$ cat src/rtl/cpu_seq_ctrl.sv
`default_nettype none
// +----------------------------------------------------------------------------+
// | Module   : cpu_seq_ctrl                                                    |
// | Brief    : Multi-cycle DECODE/EXEC/MEM/WB sequencer for the 16-bit CPU.    |
// | Revision : 1.0 - initial release                                           |
// +----------------------------------------------------------------------------+
module cpu_seq_ctrl #(
  parameter int DATA_W      = 16,
  parameter int MEM_TIMEOUT = 15
) (
  input  logic              clk,
  input  logic              rst,
  input  logic [DATA_W-1:0] datain,
  input  logic              instr_valid,
  output logic              instr_ready,
  input  logic              mem_ack,
  output logic [3:0]        rf_ra,
  output logic [3:0]        rf_rb,
  output logic [3:0]        rf_wa,
  output logic              rf_we,
  output logic [2:0]        alu_op,
  output logic              alu_src_imm,
  output logic [DATA_W-1:0] imm,
  output logic              mem_re,
  output logic              mem_we,
  output logic              wb_sel_mem,
  output logic              busy,
  output logic              done,
  output logic              illegal,
  output logic              mem_err,
  output logic              halted
);

  typedef enum logic [2:0] {
    S_IDLE   = 3'd0,
    S_DECODE = 3'd1,
    S_EXEC   = 3'd2,
    S_MEM    = 3'd3,
    S_WB     = 3'd4,
    S_HALTED = 3'd5
  } state_t;

  localparam logic [3:0] c_op_nop  = 4'h0;
  localparam logic [3:0] c_op_add  = 4'h1;
  localparam logic [3:0] c_op_sub  = 4'h2;
  localparam logic [3:0] c_op_and  = 4'h3;
  localparam logic [3:0] c_op_or   = 4'h4;
  localparam logic [3:0] c_op_addi = 4'h5;
  localparam logic [3:0] c_op_ld   = 4'h6;
  localparam logic [3:0] c_op_st   = 4'h7;
  localparam logic [3:0] c_op_halt = 4'hF;

  localparam logic [2:0] c_alu_pass = 3'd0;
  localparam logic [2:0] c_alu_add  = 3'd1;
  localparam logic [2:0] c_alu_sub  = 3'd2;
  localparam logic [2:0] c_alu_and  = 3'd3;
  localparam logic [2:0] c_alu_or   = 3'd4;

  localparam logic [7:0] c_cnt_last = 8'(MEM_TIMEOUT - 1);

  state_t            r_state;
  logic [DATA_W-1:0] r_ir;
  logic [7:0]        r_cnt;
  logic              r_ready_q;
  logic              r_timeout;

  logic [3:0] w_op;
  logic [3:0] w_rd;
  logic [3:0] w_rs;
  logic [3:0] w_rt;
  logic       w_illegal_op;
  logic       w_is_mem;
  logic       w_uses_imm;
  logic       w_writes_rd;

  assign w_op = r_ir[15:12];
  assign w_rd = r_ir[11:8];
  assign w_rs = r_ir[7:4];
  assign w_rt = r_ir[3:0];

  assign w_illegal_op = (w_op >= 4'h8) && (w_op != c_op_halt);
  assign w_is_mem     = (w_op == c_op_ld) || (w_op == c_op_st);
  assign w_uses_imm   = (w_op == c_op_addi) || w_is_mem;
  // A timed-out load has no data to write back.
  assign w_writes_rd  = ((w_op >= c_op_add) && (w_op <= c_op_addi)) ||
                        ((w_op == c_op_ld) && !r_timeout);

  assign instr_ready = r_ready_q && (r_state == S_IDLE);

  always_ff @(posedge clk or negedge rst) begin
    if (!rst) begin
      r_state   <= S_IDLE;
      r_ir      <= '0;
      r_cnt     <= '0;
      r_ready_q <= 1'b0;
      r_timeout <= 1'b0;
    end else begin
      r_ready_q <= 1'b1;
      case (r_state)
        S_IDLE: begin
          if (instr_valid && instr_ready) begin
            r_ir      <= datain;
            r_timeout <= 1'b0;
            r_state   <= S_DECODE;
          end
        end
        S_DECODE: begin
          if (w_op == c_op_halt)
            r_state <= S_HALTED;
          else if (w_illegal_op)
            r_state <= S_WB;
          else
            r_state <= S_EXEC;
        end
        S_EXEC: r_state <= w_is_mem ? S_MEM : S_WB;
        S_MEM: begin
          // An ack on the last allowed cycle wins over the timeout.
          if (mem_ack) begin
            r_cnt   <= '0;
            r_state <= S_WB;
          end else if (r_cnt == c_cnt_last) begin
            r_cnt     <= '0;
            r_timeout <= 1'b1;
            r_state   <= S_WB;
          end else begin
            r_cnt <= r_cnt + 8'd1;
          end
        end
        S_WB: begin
          r_timeout <= 1'b0;
          r_state   <= S_IDLE;
        end
        S_HALTED: r_state <= S_HALTED;
        default:  r_state <= S_IDLE;
      endcase
    end
  end

  always_comb begin
    rf_ra       = '0;
    rf_rb       = '0;
    rf_wa       = '0;
    imm         = '0;
    rf_we       = 1'b0;
    alu_op      = c_alu_pass;
    alu_src_imm = 1'b0;
    mem_re      = 1'b0;
    mem_we      = 1'b0;
    wb_sel_mem  = 1'b0;
    done        = 1'b0;
    illegal     = 1'b0;
    mem_err     = 1'b0;
    busy        = (r_state != S_IDLE) && (r_state != S_HALTED);
    halted      = (r_state == S_HALTED);

    if (r_state != S_IDLE) begin
      rf_ra = w_rs;
      rf_rb = (w_op == c_op_st) ? w_rd : w_rt;
      rf_wa = w_rd;
      imm   = {{(DATA_W-4){w_rt[3]}}, w_rt};
    end

    case (r_state)
      S_EXEC: begin
        alu_src_imm = w_uses_imm;
        case (w_op)
          c_op_nop:                   alu_op = c_alu_pass;
          c_op_add:                   alu_op = c_alu_add;
          c_op_sub:                   alu_op = c_alu_sub;
          c_op_and:                   alu_op = c_alu_and;
          c_op_or:                    alu_op = c_alu_or;
          c_op_addi, c_op_ld, c_op_st: alu_op = c_alu_add;
          default:                    alu_op = c_alu_pass;
        endcase
      end
      S_MEM: begin
        alu_op      = c_alu_add;
        alu_src_imm = 1'b1;
        mem_re      = (w_op == c_op_ld);
        mem_we      = (w_op == c_op_st);
      end
      S_WB: begin
        done       = 1'b1;
        illegal    = w_illegal_op;
        mem_err    = r_timeout;
        wb_sel_mem = (w_op == c_op_ld);
        rf_we      = w_writes_rd && (w_rd != 4'h0);
      end
      default: ;
    endcase
  end

endmodule
`default_nettype wire

$ cat config.mk
export PLATFORM = sky130hd
export DESIGN_NAME = cpu_seq_ctrl
export DESIGN_NICKNAME = d
export VERILOG_FILES = /design/src/rtl/cpu_seq_ctrl.sv
export SDC_FILE = /design/constraint.sdc
export NUM_CORES = 1
export LEC_CHECK = 0
export CORE_ASPECT_RATIO = 0.8
export CORE_MARGIN = 8
export CORE_UTILIZATION = 24
export DETAILED_ROUTE_END_ITERATION = 6
export GPL_ROUTABILITY_DRIVEN = 0
export MAX_ROUTING_LAYER = met4
export SYNTH_ARGS = -nofsm -noshare
export SYNTH_HDL_FRONTEND = slang
export SYNTH_SLANG_ARGS = --single-unit
$ cat constraint.sdc
create_clock -name clk -period 2.25 [get_ports clk]
set_input_delay 0.225 -clock clk [delete_from_list [all_inputs] [get_ports clk]]
set_output_delay 0.225 -clock clk [all_outputs]
set_load 0.05 [all_outputs]
# --- After elaboration in Yosys (flattened, before gate mapping) ---
# Memory sizes are Yosys's and may differ from the RTL's.
# Cells that the tools add are included.
# W data, S select, Z words.
totals:
  regBits: 29
  latchBits: 0
  ram_bits: 0
  rom_bits: 24
  inputBits: 20
  out_inout_bits: 42
  word_cells: 72
  memories: 1
mem_list:
  columns: ["name", "depth", "word_bits", "read_ports", "rd_ports_with_merged_regs", "wr", "line", "rtl"]
  rows:
  - ["(name not given)", 8, 3, 1, 0, 0, "166", "case (w_op)"]
op_classes:
  add_sub_neg: 1
  mul: 0
  n_div: 0
  magnitude_cmp: 3
  eq_ne: 16
  shift: 0
  n_mux: 28
  bitwise_logic: 0
  n_reduce_logical: 18
op_table:
  columns: ["operator", "count"]
  rows:
  - ["$mux W3", 7]
  - ["$mux W16", 1]
  - ["$mux W4", 4]
  - ["$mux W8", 2]
  - ["$pmux W3 S5", 1]
  - ["$eq A4 B3 Y1 const B", 3]
  - ["$mux W1", 10]
  - ["$add A8 B1 Y8 const B", 1]
  - ["$eq A8 B4 Y1 const B", 1]
  - ["$logic_and A1 B1 Y1", 7]
  - ["$eq A3 B2 Y1 const B", 2]
  - ["$eq A3 B3 Y1 const B", 2]
  - ["$ne A3 B3 Y1 const B", 2]
  - ["$pmux W3 S2", 1]
  - ["$reduce_bool A3 Y1", 2]
  - ["$eq A4 B4 Y1 const B", 1]
  - ["$ge A4 B1 Y1 const B", 1]
  - ["$ge A4 B4 Y1 const B", 1]
  - ["$le A4 B3 Y1 const B", 1]
  - ["$ne A2 B2 Y1 const B", 2]
  - ["$ne A4 B4 Y1 const B", 1]
  - ["$reduce_and A2 Y1", 2]
  - ["$reduce_and A4 Y1", 1]
  - ["$reduce_bool A4 Y1", 1]
  - ["7 further kinds", 9]

# --- Longest topological paths before layout ---
# Gate-level depths: netlist (run 1).
logic_depth:
  depth_word: 5
  depth_mapped: 6

# --- Worst setup path after synthesis (run 1) ---
# OpenSTA, ideal clock, no wires.
synth_path:
  kind: "register -> output"
  from: "register r_state[1]"
  to: "output port rf_we"
  arrival_ps: 2836
  t_required_ps: 2025
  setup_slack_ps: -811
  stages_incl_launch_ff: 6
  path_buffers: 1
  path_cell_list: "dfrtp_1 buf_2 nor2_1 and2_1 o21ai_0 nor4_1"
synth_between:
  elab_chain_len: 2
synth_lines:
  columns: ["item", "line", "rtl"]
  rows:
  - ["from (decl)", "61", "state_t r_state;"]
  - ["from (signal assigned)", "115", "S_EXEC: r_state <= w_is_mem ? S_MEM : S_WB;"]
  - ["$eq A3 B3 Y1", "163", "case (r_state)"]
  - ["$mux W1", "163", null]
  - ["to (decl)", "20", "output logic rf_we,"]
# Every way passes these cells.

# --- Worst setup path after layout (run 1) ---
layout_path:
  from: "register r_state[0]"
  to: "output port mem_re"
layout_between:
  elab_chain_len: 2
layout_lines:
  columns: ["item", "line", "rtl"]
  rows:
  - ["$eq A3 B2 Y1", "163", null]
  - ["$mux W1", "163", null]
  - ["to (decl)", "24", "output logic mem_re,"]
# Every way passes these cells.

==> Flow_metrics.wiki, run 1 <==
{| class="wikitable"
! Metric !! Value
|-
| Number of inserted diodes || 0
|-
| Area of the mapped netlist || approximately 0.0018 mm2
|-
| Clock edge transition at the registers on the reported setup and hold paths || approximately 0.07 ns
|-
| Syn Inst Count || 176
|-
| DRC violation count after routing || 0
|-
| Category of the worst setup path capture point || output port
|-
| Total routing resource utilization after global routing || 0.0962
|-
| Number of global-route vias before repair || around 1500
|-
| Max capacitance violation total || 0
|-
| Drt first-iter violations || 45
|-
| Power per Cell Area || 1730 mW/mm2
|-
| Unique masters post-synth || between 40 and 50
|-
| CP Data Arrival Time || ~1.9 ns
|-
| H-tree levels || 2
|-
| Via density per instance || about 4.5
|-
| CTS tree || yes
|-
| Final slew viol count || 0
|-
| First-pass GRT wire length || around 8.0 mm
|-
| Kind of start point of the critical path || register
|-
| Input/output buffers || slightly above 60
|-
| CP required || between 2 and 2.5 ns
|-
| Post-route non-filler standard cell count || around 320
|-
| Placed Cells incl. Taps || between 300 and 400
|-
| Worst clock skew on the final layout || roughly 0.006 ns
|-
| IR drop worst, VDD || 1.35 mV
|-
| Slew at the pin closest to its max-slew limit || between 0.5 and 0.6 ns
|-
| Initial DRT Pass Iterations || 4
|-
| Skew-Pair Late Insertion Delay || between 0.2 and 0.3 ns
|-
| Number of warnings issued by yosys || 0
|-
| Per-cell routed wire length || 15.0 um
|-
| Area added between synthesis and finish || 51.4%
|-
| Reg-to-reg critical path startpoint || r_state[0]
|-
| Die Outline Area || approximately 0.011 mm2
|-
| # hold bufs at CTS || 0
|-
| Antenna violation net count after detailed routing || 0
|-
| Primary flip-flop cell chosen by synthesis mapping || dfrtp_1
|-
| Sum of net half-perimeters after detailed placement || about 3.6 mm
|-
| I/O pin count || 62
|-
| Finish-stage setup viols || 0
|-
| Result of the run || complete, no violations
|-
| Hold WS || approximately 0.34 ns
|-
| Share of synthesized area occupied by flip-flops and latches || 0.405
|-
| Flop and latch count out of synthesis || 29
|-
| TritonCTS Sinks || 29
|-
| Type of the tightest min-delay check || input pin to async pin
|-
| Fill cell total of the finished layout || 745
|-
| Register area || just over 700 um2
|-
| Clock Path Buffers || 2
|-
| Mapped Avg Cell Area || between 10 and 15 um2
|-
| Share of post-route cells with drive strength above 1 || 0.311
|-
| Number of cells on the worst reg-to-reg path || 4
|-
| Category of the most critical setup path || register to output port
|-
| Y dimension of the die || around 93 um
|-
| Area taken by multi-input logic gates || 913 um2
|-
| Die W || 113 um
|-
| Maximum number of pins on one net before global-route repair || 30
|-
| Post-synth ARST share || 1.00
|-
| Top achievable clock speed || approximately 480 MHz
|-
| Total gr overflow || 0
|-
| Remaining max-slew budget at the tightest pin || 0.618
|-
| Antenna violations before repair || 0
|-
| Register-to-register setup slack || 0.56 ns
|-
| Syn nets || 198
|-
| Initial standard-cell utilization of the core || 0.245
|-
| Reg-to-Reg End || r_ir[10]
|-
| Leakage || about 1.2 nW
|-
| Unrepaired setup endpoints after global routing || no
|-
| Ratio of final minimum period to clock period || 0.931
|-
| Number of standard-cell rows in the floorplan || 28
|-
| Overall power || approximately 4.7 mW
|-
| Fin util || 0.371
|-
| Time the worst path needs with I/O delays and setup || 2.09 ns
|-
| Clock buffers created by TritonCTS || 5
|-
| CTS Root Cell || clkbuf_8
|-
| Core area || between 0.007 and 0.008 mm2
|-
| Vias after detailed routing || 1445
|-
| Routed WL || about 4.8 mm
|-
| Fin. Hold Viols || 0
|-
| Maximum fanout count along the critical path || 11
|-
| Number of synthesized flops with an enable pin || 0
|-
| Final net count || roughly 250
|}
synthesized netlist by cell type (2+ instances only):
| library cell | count | area share |
|---|---|---|
| a21o_1 | 4 | 0.017 |
| a21oi_1 | 7 | 0.020 |
| a31oi_1 | 3 | 0.010 |
| a41o_1 | 2 | 0.011 |
| and2_1 | 4 | 0.014 |
| and2b_1 | 4 | 0.017 |
| and3_1 | 4 | 0.014 |
| buf_2 | 3 | 0.0084 |
| buf_4 | 13 | 0.054 |
| clkbuf_1 | 4 | 0.0084 |
| dfrtp_1 | 29 | 0.40 |
| ha_1 | 2 | 0.014 |
| inv_1 | 3 | 0.0063 |
| mux2_1 | 7 | 0.044 |
| mux2_4 | 8 | 0.067 |
| mux2i_1 | 4 | 0.022 |
| nand2_1 | 11 | 0.023 |
| nand3_1 | 4 | 0.011 |
| nor2_1 | 14 | 0.029 |
| nor2b_1 | 9 | 0.031 |
| nor3_1 | 5 | 0.014 |
| nor4_1 | 3 | 0.010 |
| o21ai_0 | 4 | 0.011 |
| o21ai_1 | 2 | 0.0056 |
| o31ai_1 | 3 | 0.013 |
layout make-up:
class,count,area share
repair buffers,66,0.320
well taps,90,0.0415
flip-flops and latches,29,0.268
clock inverters,2,0.00369
clock buffers,6,0.0267
multi-input cells,122,0.336
inverters,3,0.00415
registers in the layout, summed over array words and instances, names as in the netlist:
| register | cells |
|---|---|
| r_cnt | 8 |
| r_ready_q | 1 |
| r_ir | 16 |
| r_state | 3 |
| r_timeout | 1 |
critical path: stages (launching register included):
cell and delay, ns:
dfrtp_1 0.58, nand2_1 0.11, or2_1 0.24, nor4_1 0.44, buf_12 0.21
cells in the final DEF (no fill, tap or decap), types with 3 or more instances in the layout:
cell / synthesis / final
buf_12: 0 / 26
nor2_1: 14 / 14
and2b_1: 4 / 4
dfrtp_1: 29 / 28
nor2b_1: 9 / 9
inv_1: 3 / 3
o21ai_0: 4 / 4
clkdlybuf4s50_1: 0 / 19
mux2_4: 8 / 8
buf_4: 13 / 21
and3_1: 4 / 4
a21o_1: 4 / 4
a31oi_1: 3 / 3
clkbuf_8: 0 / 5
mux2i_1: 4 / 4
nand2_1: 11 / 11
mux2_1: 7 / 7
a21oi_1: 7 / 7
nand3_1: 4 / 4
and2_1: 4 / 4
nor3_1: 5 / 5
layer usage:
layer	vias up	track usage	share of wire
li1	711	-	-
met1	702	0.117	0.46
met2	32	0.154	0.49
met3	0	0.0322	0.045
met4	0	0.0168	0
met5	-	-	0
stage by stage:
stage	setup slack, ns	setup TNS (ns)	cell area (um2)
5_1_grt	0.0164	0	2720
3_5_place_dp	0.418	0	2630
4_1_cts	0.0977	0	2710
2_1_floorplan	-0.373	-1.04	1800
6_report	0.155	0	2720
3_3_place_gp	0.474	0	2630
worst max-delay path by stage:
| stage | end | slack, ns | cells past startpoint | startpoint |
|---|---|---|---|---|
| after global routing | alu_op[0] | 0.02 | 5 | r_state[2] |
| after floorplan | alu_op[1] | -0.37 | 4 | r_ir[15] |
| final | mem_re | 0.16 | 4 | r_state[0] |
| after CTS | mem_re | 0.1 | 4 | r_state[1] |
| after global placement | alu_op[0] | 0.47 | 6 | r_state[1] |
| after detailed placement | mem_re | 0.42 | 4 | r_state[1] |
power by group:
group	total, mW	internal (mW)	switching (mW)
Combinational	3.30	1.40	1.90
Sequential	0.974	0.707	0.266
Clock	0.423	0.214	0.209
cells by family (layout without fill, tap and decap cells):
logic type | count (synthesis) | after routing | synth area share
flip-flops | 29 | 29 | 0.405
adder cells (fa/ha/maj) | 2 | 2 | 0.0140
other | 1 | 1 | 0.00209
buffers and inverters | 25 | 77 | 0.0921
AO/OA/AOI/OAI | 32 | 32 | 0.131
multiplexers | 19 | 19 | 0.133
AND/OR/NAND/NOR | 68 | 68 | 0.223
repair_timing:
item,4_1_cts,5_1_grt
resized for setup,0,1
setup endpoints to repair,0,1
endpoints found under the hold margin,0,0
buffers inserted,0,0
Power figures use the tool's default switching activity.
==> run 2, diff against run 1 <==
- MAX_ROUTING_LAYER: met4 -> not set
==> run 2 against run 1 <==
  * Via count rose by 0.69%
  * Setup slack barely moved
  * Global-route usage is 0.28 points lower
  * Flip-flop and latch count did not move
  * Sequential share of layout area stayed put
  * Largest cell class unchanged
  * Highest routed layer is now met4
==> Flow_metrics.wiki, run 2 (same netlist as run 1, synthesis figures left out) <==
{| class="wikitable"
! Metric !! Value
|-
| Maximum number of pins on one net before global-route repair || 30
|-
| Number of global-route vias before repair || 1537
|-
| CP Data Arrival Time || 1.87 ns
|-
| Most common cell after layout, fill and taps aside || dfrtp_1
|-
| Ratio of final minimum period to clock period || 0.931
|-
| TritonCTS Sinks || 29
|-
| Skew-Pair Late Insertion Delay || roughly 0.28 ns
|-
| IR drop worst, VDD || between 1 and 1.5 mV
|-
| Largest stage delay on the critical path || a little under 0.6 ns
|-
| Type of the tightest min-delay check || input pin to async pin
|-
| Antenna violation net count after detailed routing || 0
|-
| Slew at the pin closest to its max-slew limit || between 0.5 and 0.6 ns
|-
| Result of the run || complete, no violations
|-
| Reg-to-reg critical path startpoint || r_state[0]
|-
| Total routing resource utilization after global routing || 0.0934
|-
| Max capacitance violation total || 0
|-
| Fin. Hold Viols || 0
|-
| Top achievable clock speed || between 400 and 500 MHz
|-
| Internal power component || 2.32 mW
|-
| Share of post-route cells with drive strength above 1 || 0.311
|-
| CTS Root Cell || clkbuf_8
|-
| Category of the most critical setup path || register to output port
|-
| Time the worst path needs with I/O delays and setup || about 2.1 ns
|-
| Clock Path Buffers || 2
|-
| Die Outline Area || between 0.01 and 0.015 mm2
|-
| DRC violation count after routing || 0
|-
| Standard cell with the maximum stage delay on the critical path || dfrtp_1
|-
| Vias after detailed routing || about 1500
|-
| Registers with the most flip-flops || r_ir: 16 flops, r_cnt: 8 flops, r_state: 3 flops
|-
| Leakage || roughly 1.2 nW
|-
| Worst clock skew on the final layout || about 0.0087 ns
|-
| Antenna violations before repair || 0
|-
| # hold bufs at CTS || 0
|-
| Initial DRT Pass Iterations || 4
|-
| Portion of total power attributed to combinational logic || 0.704
|-
| Maximum fanout count along the critical path || 11
|-
| CP required || 2.03 ns
|-
| Routed WL || 4.74 mm
|-
| Clock edge transition at the registers on the reported setup and hold paths || approximately 0.070 ns
|-
| Finish-stage setup viols || 0
|-
| Number of cells on the worst reg-to-reg path || 4
|-
| Instance area at placement || 0.00263 mm2
|-
| Sum of net half-perimeters after detailed placement || between 3 and 4 mm
|-
| Crit path launch || r_state[0]
|-
| Y dimension of the die || about 93 um
|-
| Per-cell routed wire length || roughly 15 um
|-
| Register with the most flip-flops || r_ir
|-
| H-tree levels || 2
|-
| Area added between synthesis and finish || 51.4%
|-
| Category of the worst setup path capture point || output port
|-
| Clock buffers created by TritonCTS || 5
|-
| Total gr overflow || 0
|-
| Core area || between 0.007 and 0.008 mm2
|-
| Via density per instance || 4.58
|-
| Clock share of power || 0.089
|-
| Switching power share of the total || 0.505
|-
| Final slew viol count || 0
|-
| Drt first-iter violations || 40
|-
| Post-CTS Setup Repair Bufs || 0
|-
| Register-to-register setup slack || 0.56 ns
|-
| Remaining max-slew budget at the tightest pin || 0.618
|-
| Fin util || 0.371
|-
| Unrepaired setup endpoints after global routing || no
|-
| Final Instance Area || around 0.0027 mm2
|-
| Input/output buffers || between 60 and 70
|-
| Power per Cell Area || 1730 mW/mm2
|-
| Cells along the critical path || nand2_1 > or2_1 > nor4_1 > buf_12
|-
| I/O pin count || 62
|-
| Fraction of power consumed by sequential logic || 0.208
|-
| Number of standard-cell rows in the floorplan || 28
|-
| Placed Cells incl. Taps || 310
|-
| Final net count || approximately 250
|-
| Number of inserted diodes || 0
|-
| Flip-flop count of the largest register after layout || 16
|-
| Kind of start point of the critical path || register
|-
| Initial standard-cell utilization of the core || 0.245
|-
| Net Switching || ~2.4 mW
|-
| Highest-count cells in the layout ignoring fill and taps || dfrtp_1, buf_12, buf_4
|-
| First-pass GRT wire length || ~8.0 mm
|-
| Overall power || ~4.7 mW
|-
| Post-route non-filler standard cell count || 318
|-
| CTS tree || yes
|-
| Die W || approximately 110 um
|-
| Hold WS || roughly 0.34 ns
|}
run 2: cell counts in the layout (fill, tap and decap cells not counted):
Identical to the previous run, type by type.
run 2: through the flow:
step / TNS (ns) / setup WS [ns]
floorplan: -1.04 / -0.373
global placement: 0 / 0.474
detailed placement: 0 / 0.418
CTS: 0 / 0.0977
global route: 0 / 0.0164
finish: 0 / 0.156
run 2: power by group through the flow:
stage / clock (mW) / combinational [mW] / sequential (mW)
global placement: 0 / 3.32 / 0.970
detailed placement: 0 / 3.33 / 0.978
floorplan: 0 / 2.22 / 0.834
CTS: 0.431 / 3.34 / 0.971
finish: 0.417 / 3.30 / 0.975
global route: 0.466 / 3.46 / 1.01
run 2: cell type report:
class,count,area (um2)
well taps,90,113
inverters,3,11.3
fillers,745,4610
clock inverters,2,10.0
multi-input cells,122,913
repair buffers,66,868
flip-flops and latches,29,727
clock buffers,6,72.6
run 2: worst max-delay path, delay by kind of cell, from the launching register on:
kind	cells	cell delay, ns
buffers and inverters	1	0.21
and+or+nand+nor	3	0.79
DFF	1	0.58
run 2: what timing repair did:
item                       in CTS  in global routing
hold endpoints to repair        0                  0
resized for setup               0                  1
setup endpoints to repair       0                  1
run 2: routing by layer:
| layer | global-route usage | vias to the layer above | routed length, um |
|---|---|---|---|
| li1 | - | 709 | - |
| met1 | 0.115 | 711 | 2140 |
| met2 | 0.154 | 33 | 2320 |
| met3 | 0.0354 | 2 | 273 |
| met4 | 0.0168 | 0 | 7 |
| met5 | 0 | - | 0 |
run 2: path summary, 6_finish.rpt:
kind | end
setup / recovery | mem_re
hold / removal | r_ir[13]
setup reg to reg | r_ir[5]
max in group asynchronous | r_state[1]
hold reg to reg | r_ir[7]
min in group clk | r_ir[7]
